$ cat src/rtl/cva6_obi_port_arbiter.sv
// ---------------------------------------------------------------------------
// cva6_obi_port_arbiter
//
// Shares one OBI manager port between NumReq requesters. Index 0 is fetch,
// 1 is load, 2 is store and 3 is amo.
//
// Arbitration is round-robin. After a grant to requester k, requester k+1
// has the highest priority. An address phase that sees no grant is locked
// (IDLE -> LOCK) to the chosen requester until the grant arrives, so the
// address stays stable on the manager port. Each accepted request pushes its
// requester index into an in-order ID FIFO that is MaxOutstanding deep. The
// FIFO head steers the response channel back to the right requester.
//
// Parameters
//   NumReq         number of requesters
//   MaxOutstanding accepted-but-unanswered transaction limit (power of 2, >= 2)
//   obi_req_t      request struct  (req, reqpar, a, rready, rreadypar)
//   obi_rsp_t      response struct (gnt, gntpar, rvalid, rvalidpar, r)
//   The struct defaults are a minimal OBI-shaped layout. This lets the block
//   elaborate on its own, because it reads named fields.
//
// Ports
//   clk_i      clock, rising edge
//   rst_i      asynchronous, active-high reset
//   req_i      per-requester OBI requests
//   rsp_o      per-requester OBI responses (gnt combinational, zero latency)
//   mgr_req_o  shared manager-port request
//   mgr_rsp_i  shared manager-port response
//   err_o      sticky error: rvalid with no outstanding ID, plus parity
//              errors when checking is enabled
//
// Build option
//   CVA6_OBI_ARB_PARITY_CHECK_EN  when defined, checks gntpar/rvalidpar
//                                 against the inverse of gnt/rvalid on every
//                                 cycle and flags any mismatch on err_o
// ---------------------------------------------------------------------------
module cva6_obi_port_arbiter #(
  parameter int unsigned NumReq         = 4,
  parameter int unsigned MaxOutstanding = 4,
  parameter type obi_req_t = struct packed {
    logic        req;
    logic        reqpar;
    logic [31:0] a;
    logic        rready;
    logic        rreadypar;
  },
  parameter type obi_rsp_t = struct packed {
    logic        gnt;
    logic        gntpar;
    logic        rvalid;
    logic        rvalidpar;
    logic [31:0] r;
  }
) (
  input  logic     clk_i,
  input  logic     rst_i,
  input  obi_req_t req_i [NumReq],
  output obi_rsp_t rsp_o [NumReq],
  output obi_req_t mgr_req_o,
  input  obi_rsp_t mgr_rsp_i,
  output logic     err_o
);

  localparam int unsigned IdxW  = (NumReq > 1) ? $clog2(NumReq) : 1;
  localparam int unsigned CandW = IdxW + 1;
  localparam int unsigned PtrW  = $clog2(MaxOutstanding);
  localparam int unsigned CntW  = PtrW + 1;

  typedef logic [IdxW-1:0] idx_t;
  typedef logic [PtrW-1:0] ptr_t;
  typedef logic [CntW-1:0] cnt_t;

  localparam idx_t             LastIdx  = idx_t'(NumReq - 1);
  localparam logic [CandW-1:0] NumReqC  = CandW'(NumReq);
  localparam cnt_t             MaxCnt   = cnt_t'(MaxOutstanding);

  typedef enum logic {
    IDLE,
    LOCK
  } state_e;

  // Priority to use after a grant to index i, wrapping at NumReq.
  function automatic idx_t rr_next(input idx_t i);
    return (i == LastIdx) ? idx_t'(0) : i + idx_t'(1);
  endfunction

  // A parity bit is correct when it is the inverse of its signal.
  function automatic logic par_bad(input logic v, input logic p);
    return (p == v);
  endfunction

  // Control state
  state_e           state_q;
  idx_t             lock_idx_q;
  idx_t             rr_q;
  ptr_t             wr_ptr_q;
  ptr_t             rd_ptr_q;
  cnt_t             cnt_q;
  logic             err_q;

  // ID storage (data only, no reset)
  idx_t             fifo_q [MaxOutstanding];

  // Combinational decode
  logic [CandW-1:0] cand;
  logic             rr_vld;
  idx_t             rr_sel;
  logic             sel_vld;
  idx_t             sel;
  logic             full;
  logic             empty;
  idx_t             head;
  logic             mgr_req_vld;
  logic             accept;
  logic             head_rready;
  logic             rvalid_routed;
  logic             pop;
  logic             orphan_rvalid;
  logic             parity_err;
  logic             unused_par;

  // Round-robin search, starting at rr_q and wrapping at NumReq.
  always_comb begin
    cand   = '0;
    rr_vld = 1'b0;
    rr_sel = '0;
    for (int unsigned i = 0; i < NumReq; i++) begin
      cand = {1'b0, rr_q} + CandW'(i);
      if (cand >= NumReqC) begin
        cand = cand - NumReqC;
      end
      if (!rr_vld && req_i[cand[IdxW-1:0]].req) begin
        rr_vld = 1'b1;
        rr_sel = cand[IdxW-1:0];
      end
    end
  end

  // A locked address phase overrides the round-robin choice. The locked
  // requester stays selected even if it drops req, so the address cannot
  // change under a pending grant.
  always_comb begin
    if (state_q == LOCK) begin
      sel_vld = 1'b1;
      sel     = lock_idx_q;
    end else begin
      sel_vld = rr_vld;
      sel     = rr_sel;
    end
  end

  assign full  = (cnt_q == MaxCnt);
  assign empty = (cnt_q == '0);
  assign head  = fifo_q[rd_ptr_q];

  // Full is judged on the registered count. A pop in the same cycle does not
  // unblock a new request until the next cycle.
  assign mgr_req_vld   = sel_vld && !full && !rst_i;
  assign accept        = mgr_req_vld && mgr_rsp_i.gnt;

  assign head_rready   = !empty && req_i[head].rready;
  assign rvalid_routed = !empty && mgr_rsp_i.rvalid;
  assign pop           = rvalid_routed && head_rready;
  assign orphan_rvalid = empty && mgr_rsp_i.rvalid;

`ifdef CVA6_OBI_ARB_PARITY_CHECK_EN
  assign parity_err = par_bad(mgr_rsp_i.gnt, mgr_rsp_i.gntpar) ||
                      par_bad(mgr_rsp_i.rvalid, mgr_rsp_i.rvalidpar);
`else
  assign parity_err = 1'b0;
`endif

  // Parity inputs that this block never consumes.
  always_comb begin
    unused_par = 1'b0;
    for (int unsigned k = 0; k < NumReq; k++) begin
      unused_par = unused_par ^ req_i[k].reqpar ^ req_i[k].rreadypar;
    end
`ifndef CVA6_OBI_ARB_PARITY_CHECK_EN
    unused_par = unused_par ^ mgr_rsp_i.gntpar ^ mgr_rsp_i.rvalidpar;
`endif
    unused_par = unused_par ^ par_bad(1'b0, 1'b1);
  end

  // Manager-port request
  always_comb begin
    mgr_req_o           = '0;
    mgr_req_o.req       = mgr_req_vld;
    mgr_req_o.reqpar    = !mgr_req_vld;
    mgr_req_o.a         = sel_vld ? req_i[sel].a : '0;
    mgr_req_o.rready    = head_rready;
    mgr_req_o.rreadypar = !head_rready;
  end

  // Requester-side responses: grant to the selected requester, response to
  // the FIFO head
  always_comb begin
    for (int unsigned k = 0; k < NumReq; k++) begin
      rsp_o[k]           = '0;
      rsp_o[k].gnt       = mgr_req_vld && (sel == idx_t'(k)) && mgr_rsp_i.gnt;
      rsp_o[k].gntpar    = !rsp_o[k].gnt;
      rsp_o[k].rvalid    = rvalid_routed && (head == idx_t'(k));
      rsp_o[k].rvalidpar = !rsp_o[k].rvalid;
      if (!empty && (head == idx_t'(k))) begin
        rsp_o[k].r = mgr_rsp_i.r;
      end
    end
  end

  assign err_o = err_q;

  // Arbitration FSM and round-robin pointer
  always_ff @(posedge clk_i or posedge rst_i) begin
    if (rst_i) begin
      state_q    <= IDLE;
      lock_idx_q <= '0;
      rr_q       <= '0;
    end else begin
      case (state_q)
        IDLE: begin
          if (mgr_req_vld && !mgr_rsp_i.gnt) begin
            state_q    <= LOCK;
            lock_idx_q <= sel;
          end
        end
        LOCK: begin
          if (mgr_rsp_i.gnt) begin
            state_q <= IDLE;
          end
        end
        default: state_q <= IDLE;
      endcase
      if (accept) begin
        rr_q <= rr_next(sel);
      end
    end
  end

  // ID FIFO control. Pointers wrap naturally because the depth is a power
  // of 2.
  always_ff @(posedge clk_i or posedge rst_i) begin
    if (rst_i) begin
      wr_ptr_q <= '0;
      rd_ptr_q <= '0;
      cnt_q    <= '0;
    end else begin
      if (accept) begin
        wr_ptr_q <= wr_ptr_q + ptr_t'(1);
      end
      if (pop) begin
        rd_ptr_q <= rd_ptr_q + ptr_t'(1);
      end
      case ({accept, pop})
        2'b10:   cnt_q <= cnt_q + cnt_t'(1);
        2'b01:   cnt_q <= cnt_q - cnt_t'(1);
        default: cnt_q <= cnt_q;
      endcase
    end
  end

  // ID FIFO storage
  always_ff @(posedge clk_i) begin
    if (accept) begin
      fifo_q[wr_ptr_q] <= sel;
    end
  end

  // Sticky error
  always_ff @(posedge clk_i or posedge rst_i) begin
    if (rst_i) begin
      err_q <= 1'b0;
    end else if (orphan_rvalid || parity_err) begin
      err_q <= 1'b1;
    end
  end

endmodule
$ cat config.mk
export PLATFORM = sky130hd
export DESIGN_NAME = cva6_obi_port_arbiter
export DESIGN_NICKNAME = d
export VERILOG_FILES = /design/src/rtl/cva6_obi_port_arbiter.sv
export SDC_FILE = /design/constraint.sdc
export NUM_CORES = 1
export LEC_CHECK = 0
export BUFFER_PORTS_ARGS = -buffer_cell sky130_fd_sc_hd__buf_2
export CAP_MARGIN = 30
export CELL_PAD_IN_SITES_DETAIL_PLACEMENT = 2
export CELL_PAD_IN_SITES_GLOBAL_PLACEMENT = 2
export CORE_MARGIN = 5
export CORE_UTILIZATION = 15
export CTS_BUF_LIST = sky130_fd_sc_hd__clkbuf_2
export DETAILED_ROUTE_END_ITERATION = 12
export PLACE_DENSITY = 0.85
export SLEW_MARGIN = 20
export SYNTH_ARGS = -nofsm -noshare
export SYNTH_HDL_FRONTEND = slang
export SYNTH_SLANG_ARGS = --single-unit
export TNS_END_PERCENT = 30
$ cat constraint.sdc
create_clock -name clk_i -period 3 [get_ports clk_i]
set_input_delay 0.75 -clock clk_i [delete_from_list [all_inputs] [get_ports clk_i]]
set_output_delay 0.75 -clock clk_i [all_outputs]
set_load 0.02 [all_outputs]
* After elaboration in Yosys (flattened, before gate mapping) *
Memory sizes are Yosys's and may differ from the RTL's.
Index checks and enable logic that the tools add are counted.

storage, ports and cells
  bits in registers = 13
  RAM bits = 8
  output and inout port bits = 181
  logic and storage cells = 139
  memories kept = 1

operators by class
  equal/unequal tests = 9
  magnitude comparators = 10
  bitwise gates (word level) = 7
  multiplexer cells = 44
  reduce and logical (&&, ||, !) cells = 49
  $add $sub $neg = 12

memories
  memory  words  width  read ports  clocked after Yosys merged registers in  wr ports  RTL line  RTL
  fifo_q  4      2      1           0                                        1         102       idx_t fifo_q [MaxOutstanding];

operator list
  kind                                                                                 count
  36-bit binary-select mux with 2-bit select                                           6
  36-bit 2-to-1 mux                                                                    8
  32-bit 2-to-1 mux                                                                    5
  34-bit 2-to-1 mux                                                                    2
  3-bit greater-or-equal comparator, second input constant                             9
  1-bit logical AND                                                                    27
  2-bit 2-to-1 mux                                                                     12
  2-bit NOT with 3-bit output                                                          6
  1-bit logical NOT                                                                    17
  2-bit == test, second input constant                                                 5
  1-bit 2-to-1 mux                                                                     9
  2-bit by 1-bit subtractor with 2-bit output, second input constant                   4
  2-bit by 1-bit adder with 2-bit output, second input constant                        3
  2-bit by 2-bit adder with 3-bit output, second input constant                        2
  2-bit by 1-bit == test with 1-bit output, second input constant                      3
  3-bit one-hot mux with 2 select lines                                                1
  2-bit logical NOT                                                                    2
  2-bit by 1-bit adder with 3-bit output, second input constant                        1
  3-bit by 1-bit adder with 3-bit output, second input constant                        1
  3-bit == test, second input constant                                                 1
  2-bit by 3-bit greater-or-equal comparator with 1-bit output, second input constant  1
  3-bit logical NOT                                                                    1
  3-bit by 1-bit subtractor with 3-bit output, second input constant                   1
  1-bit one-hot mux with 2 select lines                                                1
  other kinds (3)                                                                      3

* Longest topological paths before layout *
  depth in word-level cells = 22
  mapped depth = 11
  gate-level depth less buffers = 10

* Worst setup path after synthesis *
Ideal clock, no wire load.

  path type = input port to output port
  from = input req_i[143] (netlist name)
  to = output rsp_o[71] (netlist name)
  required time = 2250 ps
  stages on the path = 9
  data arrival time = 2338 ps
  path slack = -88 ps
  path through = nor2b_1 > nor2_1 > o22a_1 > mux2i_1 > buf_2 > inv_1 > ha_1 > nand2_1 > inv_1

RTL lines
  element          RTL line  RTL
  start, declared  57        input obi_req_t req_i [NumReq],
  end, declared    58        output obi_rsp_t rsp_o [NumReq],

==> flow_metrics.env <==
export IMPL_hold_viol_final=0
export IMPL_routed_wl_mm=22.1
export IMPL_synth_edf_count=8
export IMPL_timing_fmax_mhz=321
export IMPL_critPathLaunchType="flip-flop"
export IMPL_reg2reg_to="cnt_q[2]$_DFFE_PP0P_"
export IMPL_worst_slack_ns=-0.110
export IMPL_die_area_sq_um=23300
export IMPL_drive_gt1_share_pct=62.6
export IMPL_syn_avg_cell_area_sq_um=8.11
export IMPL_clock_skew_final_ns=0.0162
export IMPL_status="finished, violations left"
export IMPL_power_density_nw_per_um2=1070
export IMPL_rows=52
export IMPL_slew_viol_final=0
export IMPL_leakagePower_uw=0.00346
export IMPL_yosys_area_top_type_share_pct=26.5
export IMPL_drtPass1Iterations=4
export IMPL_numCtsBuffers=3
export IMPL_synth_ff_type="dfrtp_1"
export IMPL_ios=363
export IMPL_grt_pass1_wl_mm=30.7
export IMPL_fin_area_sq_um=6500
export IMPL_setup_viol=110
export IMPL_relSlewSlack_pct=62.2
export IMPL_r2r_setup_slack_ns=0.06
export IMPL_ys_warn_count=0
export IMPL_syn_to_final_growth_pct=113
export IMPL_die_x_um=153
export IMPL_drc=0
export IMPL_clock_latency_ns=0.36
export IMPL_vias=4416
export IMPL_grt_use_total_pct=16.8
export IMPL_mostFrequentLayoutCell="buf_2"
export IMPL_fin_cells=1027
export IMPL_cp_required_ns=2.25
export IMPL_synth_seq_area_share_pct=18.5
export IMPL_cts_buffer_depth=2
export IMPL_synth_top_area_cell="and2_1"
export IMPL_worst_path_max_fanout=8
export IMPL_finalCriticalPeriod_ns=3.11
export IMPL_grt_max_degree=34
export IMPL_portBuffers=352
export IMPL_synthTopCellsByArea="and2_1, mux2i_1, dfrtp_1, edfxtp_1, o22ai_1"
export IMPL_power_total_uw=6940
export IMPL_first_global_vias=4887
export IMPL_die_h_um=153
export IMPL_initial_core_util_pct=15.2
export IMPL_wl_per_cell_um=21.6
export IMPL_synthCells=376
export IMPL_htreeDepth=1
export IMPL_clkSinkCount=21
export IMPL_dp_cells=1001
export IMPL_finalNetCount=949
export IMPL_clk_pin_slew_ns=0.23
export IMPL_setup_tns_ns=-4.62
export IMPL_rr_startpoint="rd_ptr_q[0]$_DFFE_PP0P_"
export IMPL_vias_per_cell=4.30
export IMPL_path_class="flip-flop to output port"
export IMPL_ys_ff_latch=21
export IMPL_grt_antenna_before_repair=7
export IMPL_holdCritPathClass="input pin to asynchronous set/reset pin"
export IMPL_cap_violations=0
export IMPL_syn_area_sq_um=3050
export IMPL_hpwl_mm=16.8
export IMPL_synth_fp_nets=568
export IMPL_worst_pin_slew_ns=0.566
export IMPL_grt_ovfl_total=0
export IMPL_first_iter_violations=44
export IMPL_ant_nets=0
export IMPL_place_area_sq_um=5350
export IMPL_peakVddDrop_mv=0.329
export IMPL_failed_checks="setup timing"
export IMPL_ff2ff_path_depth=13
export IMPL_place_congestion=0.787
export IMPL_core_sq_um=20100
export IMPL_postLayoutCoreUtil_pct=32.3
export IMPL_synth_cell_type_count=40
export IMPL_mostFrequentLayoutCells="buf_2, and2_1, buf_6"
export IMPL_rsz0062_at_grt="true"
export IMPL_async_flop_share_pct=61.9
export IMPL_cts_tree="built"
export IMPL_root_buffer="clkbuf_2"
export IMPL_end_kind="output port"
export IMPL_finalCritPeriodShare_pct=104
export IMPL_worstPathArrival_ns=2.36
export IMPL_cts_hold_buf=0
[cells by family (layout without fill, tap and decap cells)]
kind of cell               count (synthesis)  after routing  synth area share, %
adders and majority gates                 10             10                 4.35
other                                      0              1                    0
buffers and inverters                     49            429                 7.55
DFF                                       21             21                 18.5
xor gates and xnor gates                   6              6                 1.72
and+or+nand+nor                          173            173                 33.6
AOI/OAI and AO/OA                         46             46                 10.0
muxes                                     71             71                 24.2
[through the flow]
step | hold WS, ns | worst slack [ns]
floorplan | 0.449 | -0.0290
global placement | 0.437 | -0.0982
detailed placement | 0.454 | -0.127
CTS | 0.412 | -0.111
global route | 0.441 | -0.261
finish | 0.426 | -0.110
[registers in the layout, summed over array words and instances, names as in the netlist]
register and count:
cnt_q 3, fifo_q 8, rr_q 2, err_o 1, wr_ptr_q 2, state_q 1
lock_idx_q 2, rd_ptr_q 2
[cell type report]
cell class | count | area [sq um]
Antenna cell | 1 | 2.50
Clock buffer | 3 | 15.0
Clock inverter | 1 | 5.00
Fill cell | 2267 | 13600
Inverter | 20 | 75.1
Multi-Input combinational cell | 306 | 2460
Sequential cell | 21 | 568
Tap cell | 270 | 338
Timing Repair Buffer | 405 | 3040
[per-layer routing]
metal	part of all wire, %	wire length [um]	track usage (%)
met1	32	7130	16.0
met2	57	12600	35.7
met3	7.5	1670	3.38
met4	3.6	791	4.67
met5	0	0	0
[Yosys cell counts, types with 2 or more instances]
cell,number
a21o_1,2
and2_1,129
and3_1,4
buf_2,6
buf_4,3
buf_6,3
clkbuf_1,13
clkbuf_2,4
dfrtp_1,13
edfxtp_1,8
ha_1,9
inv_1,20
mux2i_1,68
mux4_2,2
nand2_1,19
nor2_1,8
nor2b_1,4
o21ai_0,3
o22a_1,2
o22ai_1,32
xnor2_1,3
xor2_1,3
[worst max-delay path by stage]
stage	startpoint	end	slack [ns]	cells past startpoint
2_1_floorplan	req_i[143]	rsp_o[143]	-0.03	10
4_1_cts	rd_ptr_q[0]$_DFFE_PP0P_	rsp_o[111]	-0.11	8
3_3_place_gp	req_i[143]	mgr_req_o[4]	-0.1	9
6_report	rd_ptr_q[0]$_DFFE_PP0P_	rsp_o[120]	-0.11	8
3_5_place_dp	req_i[143]	mgr_req_o[7]	-0.13	9
5_1_grt	rd_ptr_q[0]$_DFFE_PP0P_	rsp_o[110]	-0.26	8
[timing repair]
action,CTS,global route
hold endpoints to repair,0,0
buffers inserted,11,3
endpoints found under the setup margin,131,179
pin swaps,28,13
gates cloned,2,5
resized for setup,184,91
[critical path: stages (launching register included)]
cell and delay (ns):
dfrtp_1 0.44, buf_4 0.13, mux4_2 0.53, buf_6 0.16, nor3_4 0.16, buf_6 0.17
buf_16 0.13, and2_1 0.16, buf_6 0.13
[power breakdown]
part | internal [uW] | switching, uW
clock network | 30.2 | 98.0
logic | 3000 | 3290
registers | 409 | 110
total | 3440 | 3500
Note: power is estimated with default switching activity, not from simulation.
